## src/rtl/md_mem_pkg.sv

```systemverilog
// Shared types and constants for the per-cell velocity memory write path.
// The VERIFY state exists only when VELOCITY_READBACK_CHECK_EN is defined.
package md_mem_pkg;

  localparam int unsigned VEL_WORD_W          = 96;
  localparam int unsigned FLOAT_W             = 32;
  localparam int unsigned COUNT_ADDR          = 0;
  localparam int unsigned FIRST_PARTICLE_ADDR = 1;

`ifdef VELOCITY_READBACK_CHECK_EN
  typedef enum logic [2:0] {
    ST_IDLE,
    ST_STREAM,
    ST_WR_COUNT,
    ST_DONE,
    ST_VERIFY
  } wr_state_e;
`else
  typedef enum logic [1:0] {
    ST_IDLE,
    ST_STREAM,
    ST_WR_COUNT,
    ST_DONE
  } wr_state_e;
`endif

endpackage

```

## src/rtl/vel_xor_accum.sv

```systemverilog
// XOR signature of every word written to the cell RAM, compared against the XOR
// of the words read back READ_LATENCY cycles after each rden (readback check).
module vel_xor_accum
  import md_mem_pkg::*;
#(
  parameter int unsigned W  = VEL_WORD_W,
  parameter int unsigned RL = 2
) (
  input  logic         clk,
  input  logic         rst_n,
  input  logic         clear_i,
  input  logic         wr_en_i,
  input  logic [W-1:0] wr_data_i,
  input  logic         rd_en_i,
  input  logic         rd_last_i,
  input  logic [W-1:0] rd_data_i,
  output logic         cmp_done_o,
  output logic         mismatch_o
);

  logic [RL-1:0] vld_q;
  logic [RL-1:0] last_q;
  logic [W-1:0]  wr_acc_q;
  logic [W-1:0]  rd_acc_q;
  logic          cmp_done_q;
  logic          mismatch_q;
  logic          rd_fire;
  logic          rd_fin;

  assign rd_fire    = vld_q[RL-1];
  assign rd_fin     = rd_fire & last_q[RL-1];
  assign cmp_done_o = cmp_done_q;
  assign mismatch_o = mismatch_q;

  always_ff @(posedge clk or negedge rst_n) begin
    if (!rst_n) begin
      vld_q      <= '0;
      last_q     <= '0;
      wr_acc_q   <= '0;
      rd_acc_q   <= '0;
      cmp_done_q <= 1'b0;
      mismatch_q <= 1'b0;
    end else if (clear_i) begin
      vld_q      <= '0;
      last_q     <= '0;
      wr_acc_q   <= '0;
      rd_acc_q   <= '0;
      cmp_done_q <= 1'b0;
      mismatch_q <= 1'b0;
    end else begin
      // Delay line aligns each rden with the cycle its mem_q is valid.
      vld_q[0]  <= rd_en_i;
      last_q[0] <= rd_en_i & rd_last_i;
      for (int unsigned i = 1; i < RL; i++) begin
        vld_q[i]  <= vld_q[i-1];
        last_q[i] <= last_q[i-1];
      end
      cmp_done_q <= rd_fin;
      if (wr_en_i) begin
        wr_acc_q <= wr_acc_q ^ wr_data_i;
      end
      if (rd_fire) begin
        rd_acc_q <= rd_fin ? '0 : (rd_acc_q ^ rd_data_i);
      end
      if (rd_fin && ((rd_acc_q ^ rd_data_i) != wr_acc_q)) begin
        mismatch_q <= 1'b1;
      end
    end
  end

endmodule

```

## src/rtl/velocity_cell_writer.sv

```systemverilog
// Writes one cell's particle velocities to RAM addresses 1..N, then N to address 0.
// Optional readback signature check: define VELOCITY_READBACK_CHECK_EN.
module velocity_cell_writer
  import md_mem_pkg::*;
#(
  parameter int unsigned DATA_WIDTH   = VEL_WORD_W,
  parameter int unsigned PARTICLE_NUM = 220,
  parameter int unsigned ADDR_WIDTH   = 8,
  parameter int unsigned READ_LATENCY = 2
) (
  input  logic                  clk,
  input  logic                  rst_n,
  input  logic                  start,
  input  logic                  in_valid,
  output logic                  in_ready,
  input  logic                  in_last,
  input  logic [DATA_WIDTH-1:0] in_velocity,
  output logic [ADDR_WIDTH-1:0] mem_address,
  output logic [DATA_WIDTH-1:0] mem_data,
  output logic                  mem_wren,
  output logic                  mem_rden,
  input  logic [DATA_WIDTH-1:0] mem_q,
  output logic [ADDR_WIDTH-1:0] particle_count,
  output logic                  done,
`ifdef VELOCITY_READBACK_CHECK_EN
  output logic                  check_error,
`endif
  output logic                  overflow
);

  localparam logic [ADDR_WIDTH-1:0] PTR_FULL  = ADDR_WIDTH'(PARTICLE_NUM);
  localparam logic [ADDR_WIDTH-1:0] PTR_FIRST = ADDR_WIDTH'(FIRST_PARTICLE_ADDR);
  localparam logic [ADDR_WIDTH-1:0] PTR_COUNT = ADDR_WIDTH'(COUNT_ADDR);

  wr_state_e             state_q, state_d;
  logic [ADDR_WIDTH-1:0] wr_ptr_q, wr_ptr_d;
  logic [ADDR_WIDTH-1:0] addr_q, addr_d;
  logic [DATA_WIDTH-1:0] data_q, data_d;
  logic                  wren_q, wren_d;
  logic                  rden_q, rden_d;
  logic [ADDR_WIDTH-1:0] count_q, count_d;
  logic                  done_q, done_d;
  logic                  ovf_q, ovf_d;

`ifdef VELOCITY_READBACK_CHECK_EN
  logic [ADDR_WIDTH-1:0] rd_ptr_q, rd_ptr_d;
  logic                  rd_issued_q, rd_issued_d;
  logic                  rd_last_q, rd_last_d;
  logic                  cmp_done;
  logic                  mismatch;

  vel_xor_accum #(
    .W  (DATA_WIDTH),
    .RL (READ_LATENCY)
  ) u_accum (
    .clk        (clk),
    .rst_n      (rst_n),
    .clear_i    (start && (state_q == ST_IDLE)),
    .wr_en_i    (wren_q),
    .wr_data_i  (data_q),
    .rd_en_i    (rden_q),
    .rd_last_i  (rd_last_q),
    .rd_data_i  (mem_q),
    .cmp_done_o (cmp_done),
    .mismatch_o (mismatch)
  );

  assign check_error = mismatch;
`else
  localparam int unsigned unused_read_latency = READ_LATENCY;
  logic unused_mem_q;
  assign unused_mem_q = ^mem_q;
`endif

  assign mem_address    = addr_q;
  assign mem_data       = data_q;
  assign mem_wren       = wren_q;
  assign mem_rden       = rden_q;
  assign particle_count = count_q;
  assign done           = done_q;
  assign overflow       = ovf_q;

  always_ff @(posedge clk or negedge rst_n) begin
    if (!rst_n) begin
      state_q  <= ST_IDLE;
      wr_ptr_q <= PTR_FIRST;
      addr_q   <= '0;
      data_q   <= '0;
      wren_q   <= 1'b0;
      rden_q   <= 1'b0;
      count_q  <= '0;
      done_q   <= 1'b0;
      ovf_q    <= 1'b0;
    end else begin
      state_q  <= state_d;
      wr_ptr_q <= wr_ptr_d;
      addr_q   <= addr_d;
      data_q   <= data_d;
      wren_q   <= wren_d;
      rden_q   <= rden_d;
      count_q  <= count_d;
      done_q   <= done_d;
      ovf_q    <= ovf_d;
    end
  end

`ifdef VELOCITY_READBACK_CHECK_EN
  always_ff @(posedge clk or negedge rst_n) begin
    if (!rst_n) begin
      rd_ptr_q    <= '0;
      rd_issued_q <= 1'b0;
      rd_last_q   <= 1'b0;
    end else begin
      rd_ptr_q    <= rd_ptr_d;
      rd_issued_q <= rd_issued_d;
      rd_last_q   <= rd_last_d;
    end
  end
`endif

  // Memory-port signals are computed here and registered, so every RAM access
  // reaches the port one cycle after the state/handshake that produced it.
  always_comb begin
    state_d  = state_q;
    wr_ptr_d = wr_ptr_q;
    addr_d   = '0;
    data_d   = '0;
    wren_d   = 1'b0;
    rden_d   = 1'b0;
    count_d  = count_q;
    done_d   = 1'b0;
    ovf_d    = ovf_q;
    in_ready = 1'b0;
`ifdef VELOCITY_READBACK_CHECK_EN
    rd_ptr_d    = rd_ptr_q;
    rd_issued_d = rd_issued_q;
    rd_last_d   = 1'b0;
`endif

    unique case (state_q)
      ST_IDLE: begin
        if (start) begin
          state_d  = ST_STREAM;
          wr_ptr_d = PTR_FIRST;
          ovf_d    = 1'b0;
        end
      end

      ST_STREAM: begin
        in_ready = 1'b1;
        if (in_valid) begin
          if (wr_ptr_q == PTR_FULL) begin
            ovf_d = 1'b1;
          end else begin
            wren_d   = 1'b1;
            addr_d   = wr_ptr_q;
            data_d   = in_velocity;
            wr_ptr_d = wr_ptr_q + 1'b1;
          end
        end
        // in_last without in_valid closes the pass too (zero-particle cell).
        if (in_last) begin
          state_d = ST_WR_COUNT;
        end
      end

      ST_WR_COUNT: begin
        wren_d  = 1'b1;
        addr_d  = PTR_COUNT;
        data_d  = DATA_WIDTH'(wr_ptr_q - 1'b1);
        count_d = wr_ptr_q - 1'b1;
`ifdef VELOCITY_READBACK_CHECK_EN
        rd_ptr_d    = PTR_COUNT;
        rd_issued_d = 1'b0;
        state_d     = ST_VERIFY;
`else
        state_d = ST_DONE;
`endif
      end

`ifdef VELOCITY_READBACK_CHECK_EN
      ST_VERIFY: begin
        if (!rd_issued_q) begin
          rden_d    = 1'b1;
          addr_d    = rd_ptr_q;
          rd_last_d = (rd_ptr_q == count_q);
          rd_ptr_d  = rd_ptr_q + 1'b1;
          if (rd_ptr_q == count_q) begin
            rd_issued_d = 1'b1;
          end
        end
        if (cmp_done) begin
          state_d = ST_DONE;
        end
      end
`endif

      ST_DONE: begin
        done_d  = 1'b1;
        state_d = ST_IDLE;
      end

      default: begin
        state_d = ST_IDLE;
      end
    endcase
  end

endmodule
```

## config.mk

```make
export PLATFORM = sky130hd
export DESIGN_NAME = velocity_cell_writer
export DESIGN_NICKNAME = d
export VERILOG_FILES = /design/src/rtl/md_mem_pkg.sv /design/src/rtl/vel_xor_accum.sv /design/src/rtl/velocity_cell_writer.sv
export SDC_FILE = /design/constraint.sdc
export NUM_CORES = 1
export LEC_CHECK = 0
export CAP_MARGIN = 20
export CORE_MARGIN = 8
export CORE_UTILIZATION = 30
export DETAILED_ROUTE_END_ITERATION = 8
export DONT_BUFFER_PORTS = 1
export PLACE_DENSITY_LB_ADDON = 0.12
export SYNTH_ARGS = -nofsm -noshare
export SYNTH_HDL_FRONTEND = slang
export SYNTH_SLANG_ARGS = --single-unit
```

## constraint.sdc

```tcl
create_clock -name clk -period 2.65 [get_ports clk]
set_input_delay 0.1325 -clock clk [delete_from_list [all_inputs] [get_ports clk]]
set_output_delay 0.1325 -clock clk [all_outputs]
set_load 0.005 [all_outputs]
```

==> impl.org <==
** Clocking
- Number of buffers inserted by post-CTS setup repair :: 0
- CTS HTree Levels :: 4
- Sinks on the clock net :: 125
- CTS placed an instance of clkbuf_16 at the clock tree root.
- For this design, the CTS-stage hold fixing added 98 buffers.
- The number of gates resized after CTS was 0.
- TritonCTS built the clock tree.
- For the worst-skew pair, the clock arrives at the later sink with an insertion delay of 410 ps.
- Buffers inserted during clock tree synthesis total 17.
- Clock-pin slew was measured on the worst setup and hold paths at 50 ps.
- Maximum buffer depth of the clock tree :: 2

** Floorplanning
- After floorplanning, the core was divided into 45 placement rows.
- The die is 141 µm tall.
- The die covers 0.0199 mm².
- After floorplanning, the core was sized to cover 0.0153 mm².
- During I/O placement, the number of pins put on the boundary was 314.
- Measured along the x axis, the die boundary spans 141 µm.
- Starting Density :: 30.7%

** Cells and area
- Number of cells in the finished layout apart from fillers :: 671
- From synthesis to final layout, the design area changed by 37.3%.
- Across the whole layout, storage elements account for 0.00313 mm².
- 0 antenna diodes ended up in the layout.
- Area of combinational cells with multiple inputs :: 0.00138 mm²
- Share of post-route cells with drive strength above 1 :: 9.78%
- Count of nets after finishing :: 651
- The filler cells instantiated in the layout total 1367.

** Drt
- Count of routing violations after the opening detailed-route iteration :: 88
- Dividing the detail-routed via count by the number of cells gives 4.65.
- Once detail routing completed, the nets flagged for antenna violations numbered 0.
- In the routed design, unresolved DRC markers number 0.
- WL final :: 13.4 mm
- Routed via count :: 3123
- After detailed routing, the average wire length per cell comes to 19.9 µm.
- First-pass iteration count of the detailed router :: 4

** Placed design
- Routability-driven placement finished with a final weighted congestion of 0.718.
- Cell total after placement :: 542
- Port Buffer Count :: 0
- Pre-CTS worst setup slack :: 415 ps
- The wire-length estimate of the detail-placed layout is 8.70 mm.

** Critical path
- The largest individual stage delay along the critical path comes from the cell dfstp_2.
- Element type at the critical path end :: flop
- Worst endpoint required time :: 2970 ps
- Worst r2r path cells :: 7
- Data arrival time of the critical path :: 2560 ps
- Cell depth of the worst setup path :: 7
- Critical Path End :: wr_ptr_q[4]$_DFFE_PN0P_
- Critical-path maximum fanout :: 11
- Type of the worst setup path :: reg -> reg
- Worst reg2reg startpoint :: wr_ptr_q[0]$_DFFE_PN1P_
- Startpoint of the worst setup timing path :: wr_ptr_q[0]$_DFFE_PN1P_
- Gate family responsible for the most delay along the worst path :: simple AND/OR/NAND/NOR gates
- Endpoint of the lowest-slack register-to-register path :: wr_ptr_q[4]$_DFFE_PN0P_
- Slowest Stage Delay on Critical Path :: 640 ps
- Walking the worst path, the cells encountered are inv_1, ha_1, nand4b_1, nor3_1, buf_4, or4_1, a21boi_0.
- Buffering stage count on the worst path with inverters included :: 2
- Critical Path Source Type :: flop
- For flop-to-flop paths, the worst setup slack is 410 ps.

** Global routing
- Entering global routing, the biggest net connects 126 pins.
- The initial antenna violation count is 0.
- The via count of the first global-routing pass came to 3554.
- Global routing usage summed across all routing layers :: 13.7%
- The first global-routing pass estimated 20.7 mm of wire.
- Overall overflow remaining after global route :: 0

** Synth
- The number of different library cells used by synthesis comes to 38.
- Nets in the synthesized netlist :: 555
- Mean post-synth cell area :: 13.3 µm²
- During synthesis, Yosys emitted a total of 0 warnings.
- Among all flip-flop cells after synthesis, the most frequent one is dfrtp_1.
- Count of state elements after synthesis :: 125
- After synthesis the cells add up to 0.00469 mm².
- The synthesized design contains 0 enable-type register cells.
- Counting flops with an async set or reset pin after synthesis yields a share of 100%.
- Syn Inst Count :: 352
- Seq/Total Area, Yosys :: 66.7%

** STA
- The worst path meets setup with 410 ps of slack.
- Shortest period the worst path allows :: 2240 ps
- Setup repair after global routing missed its margin :: no
- Hold Violations, Final :: 125
- Final-report max-slew violation count :: 0
- Setup TNS :: 0 ps
- Setup violations remaining at the end of the flow were counted as 0.
- Worst slack on hold paths :: -578 ps
- Dividing the final minimum period by the clock period gives 84.5%.
- Achievable Freq :: 447 MHz
- Final worst clock skew :: 14.8 ps

** Job
- Max-cap violations in this run came to 0.

** Outcome
- Violated checks :: negative hold slack
- Run status :: finished with violations

** Power
- Total chip power :: 6.78 mW
- Summed over all cells, the static leakage comes to 3.63 nW.
- Dividing total power by cell area gives a power density of 1050 mW/mm².
- VDD IR-drop max :: 450 µV

** Worst hold path
- The min-delay analysis places its worst path in the category in -> async.
-- kinds of logic (layout without fill, tap and decap cells) --
| logic type | after synthesis | in the layout | synth area share (%) |
|---|---|---|---|
| fa+ha+maj | 6 | 6 | 1.60 |
| compound gates | 116 | 116 | 18.5 |
| other cells | 1 | 1 | 0.0800 |
| mux | 7 | 7 | 1.55 |
| simple gates | 54 | 54 | 6.51 |
| xor+xnor | 6 | 6 | 1.12 |
| buf+inv | 37 | 145 | 3.92 |
| flops | 125 | 125 | 66.7 |
-- flip-flops by register name, indices dropped and copies added (netlist names) --
| name | count |
|---|---|
| done | 1 |
| mem_address | 8 |
| particle_count | 8 |
| mem_wren | 1 |
| overflow | 1 |
| mem_data | 96 |
| wr_ptr_q | 8 |
| state_q | 2 |
-- area by class of cell --
cell class / count / area share (%)
Sequential cell: 125 / 48.6
Multi-Input combinational cell: 190 / 21.4
Timing Repair Buffer: 107 / 16.9
Clock buffer: 21 / 7.15
Tap cell: 211 / 4.10
Clock inverter: 10 / 1.44
Inverter: 7 / 0.408
-- placed cells by master (no fill, tap or decap), types with 5 or more instances in the layout --
cell / n
dfrtp_1: 124
dlygate4sd3_1: 98
a21o_1: 88
clkbuf_16: 17
nor2_1: 10
o2bb2ai_1: 8
inv_1: 7
nand2_1: 7
and2_1: 7
nand2b_1: 6
a21oi_1: 6
ha_1: 6
buf_4: 6
nand3_1: 5
mux2i_1: 5
-- stage by stage --
step	instance area, µm²	utilization, %
2_1_floorplan	4690	-
3_3_place_gp	4900	32.1
3_5_place_dp	4900	32.1
4_1_cts	6440	42.2
5_1_grt	6440	42.2
6_report	6440	42.2
-- worst min path at each step --
stage               startpoint                 endpoint  slack (ps)  cells past startpoint
global placement         rst_n           done$_DFF_PN0_        -160                      0
global route             rst_n   state_q[0]$_DFFE_PN0P_        -600                      0
detailed placement       rst_n           done$_DFF_PN0_        -160                      0
CTS                      rst_n   mem_data[24]$_DFF_PN0_        -610                      0
finish                   rst_n  wr_ptr_q[1]$_DFFE_PN0P_        -580                      0
floorplan                rst_n           done$_DFF_PN0_        -160                      0
-- layer usage --
metal / vias up / wire length, µm / part of all wire [%] / global-route usage (%)
met4: 0 / 216 / 1.6 / 6.00
li1: 1399 / - / - / -
met2: 159 / 6440 / 48 / 21.6
met1: 1552 / 5340 / 40 / 15.4
met3: 13 / 1370 / 10 / 6.89
met5: - / 0 / 0 / 0
-- where the power goes --
group / internal [mW] / switching [mW] / leakage [nW]
Sequential: 2.56 / 0.492 / 1.69
Combinational: 0.747 / 0.837 / 1.68
Clock: 1.33 / 0.818 / 0.261
Total: 4.64 / 2.15 / 3.63
-- synth_stat cells (2+ instances only) --
cell | count | share of area, %
inv_1 | 7 | 0.56
o21a_1 | 2 | 0.32
buf_6 | 3 | 0.72
or2_2 | 2 | 0.27
nor3_1 | 4 | 0.43
xor2_1 | 3 | 0.56
xnor2_1 | 3 | 0.56
o31ai_1 | 3 | 0.48
o21ai_0 | 3 | 0.32
or4_1 | 3 | 0.48
buf_4 | 2 | 0.32
clkbuf_1 | 13 | 1.0
nor2_1 | 10 | 0.80
ha_1 | 6 | 1.6
nor4_1 | 4 | 0.53
a21o_1 | 88 | 14
o2bb2ai_1 | 8 | 1.5
and2_1 | 8 | 1.1
nand2b_1 | 6 | 0.80
a21oi_1 | 6 | 0.64
buf_2 | 12 | 1.3
dfrtp_1 | 124 | 66
nand3_1 | 5 | 0.53
a21boi_0 | 2 | 0.32
nand2_1 | 7 | 0.56
mux2_2 | 2 | 0.48
mux2i_1 | 5 | 1.1
Power figures use the tool's default switching activity.
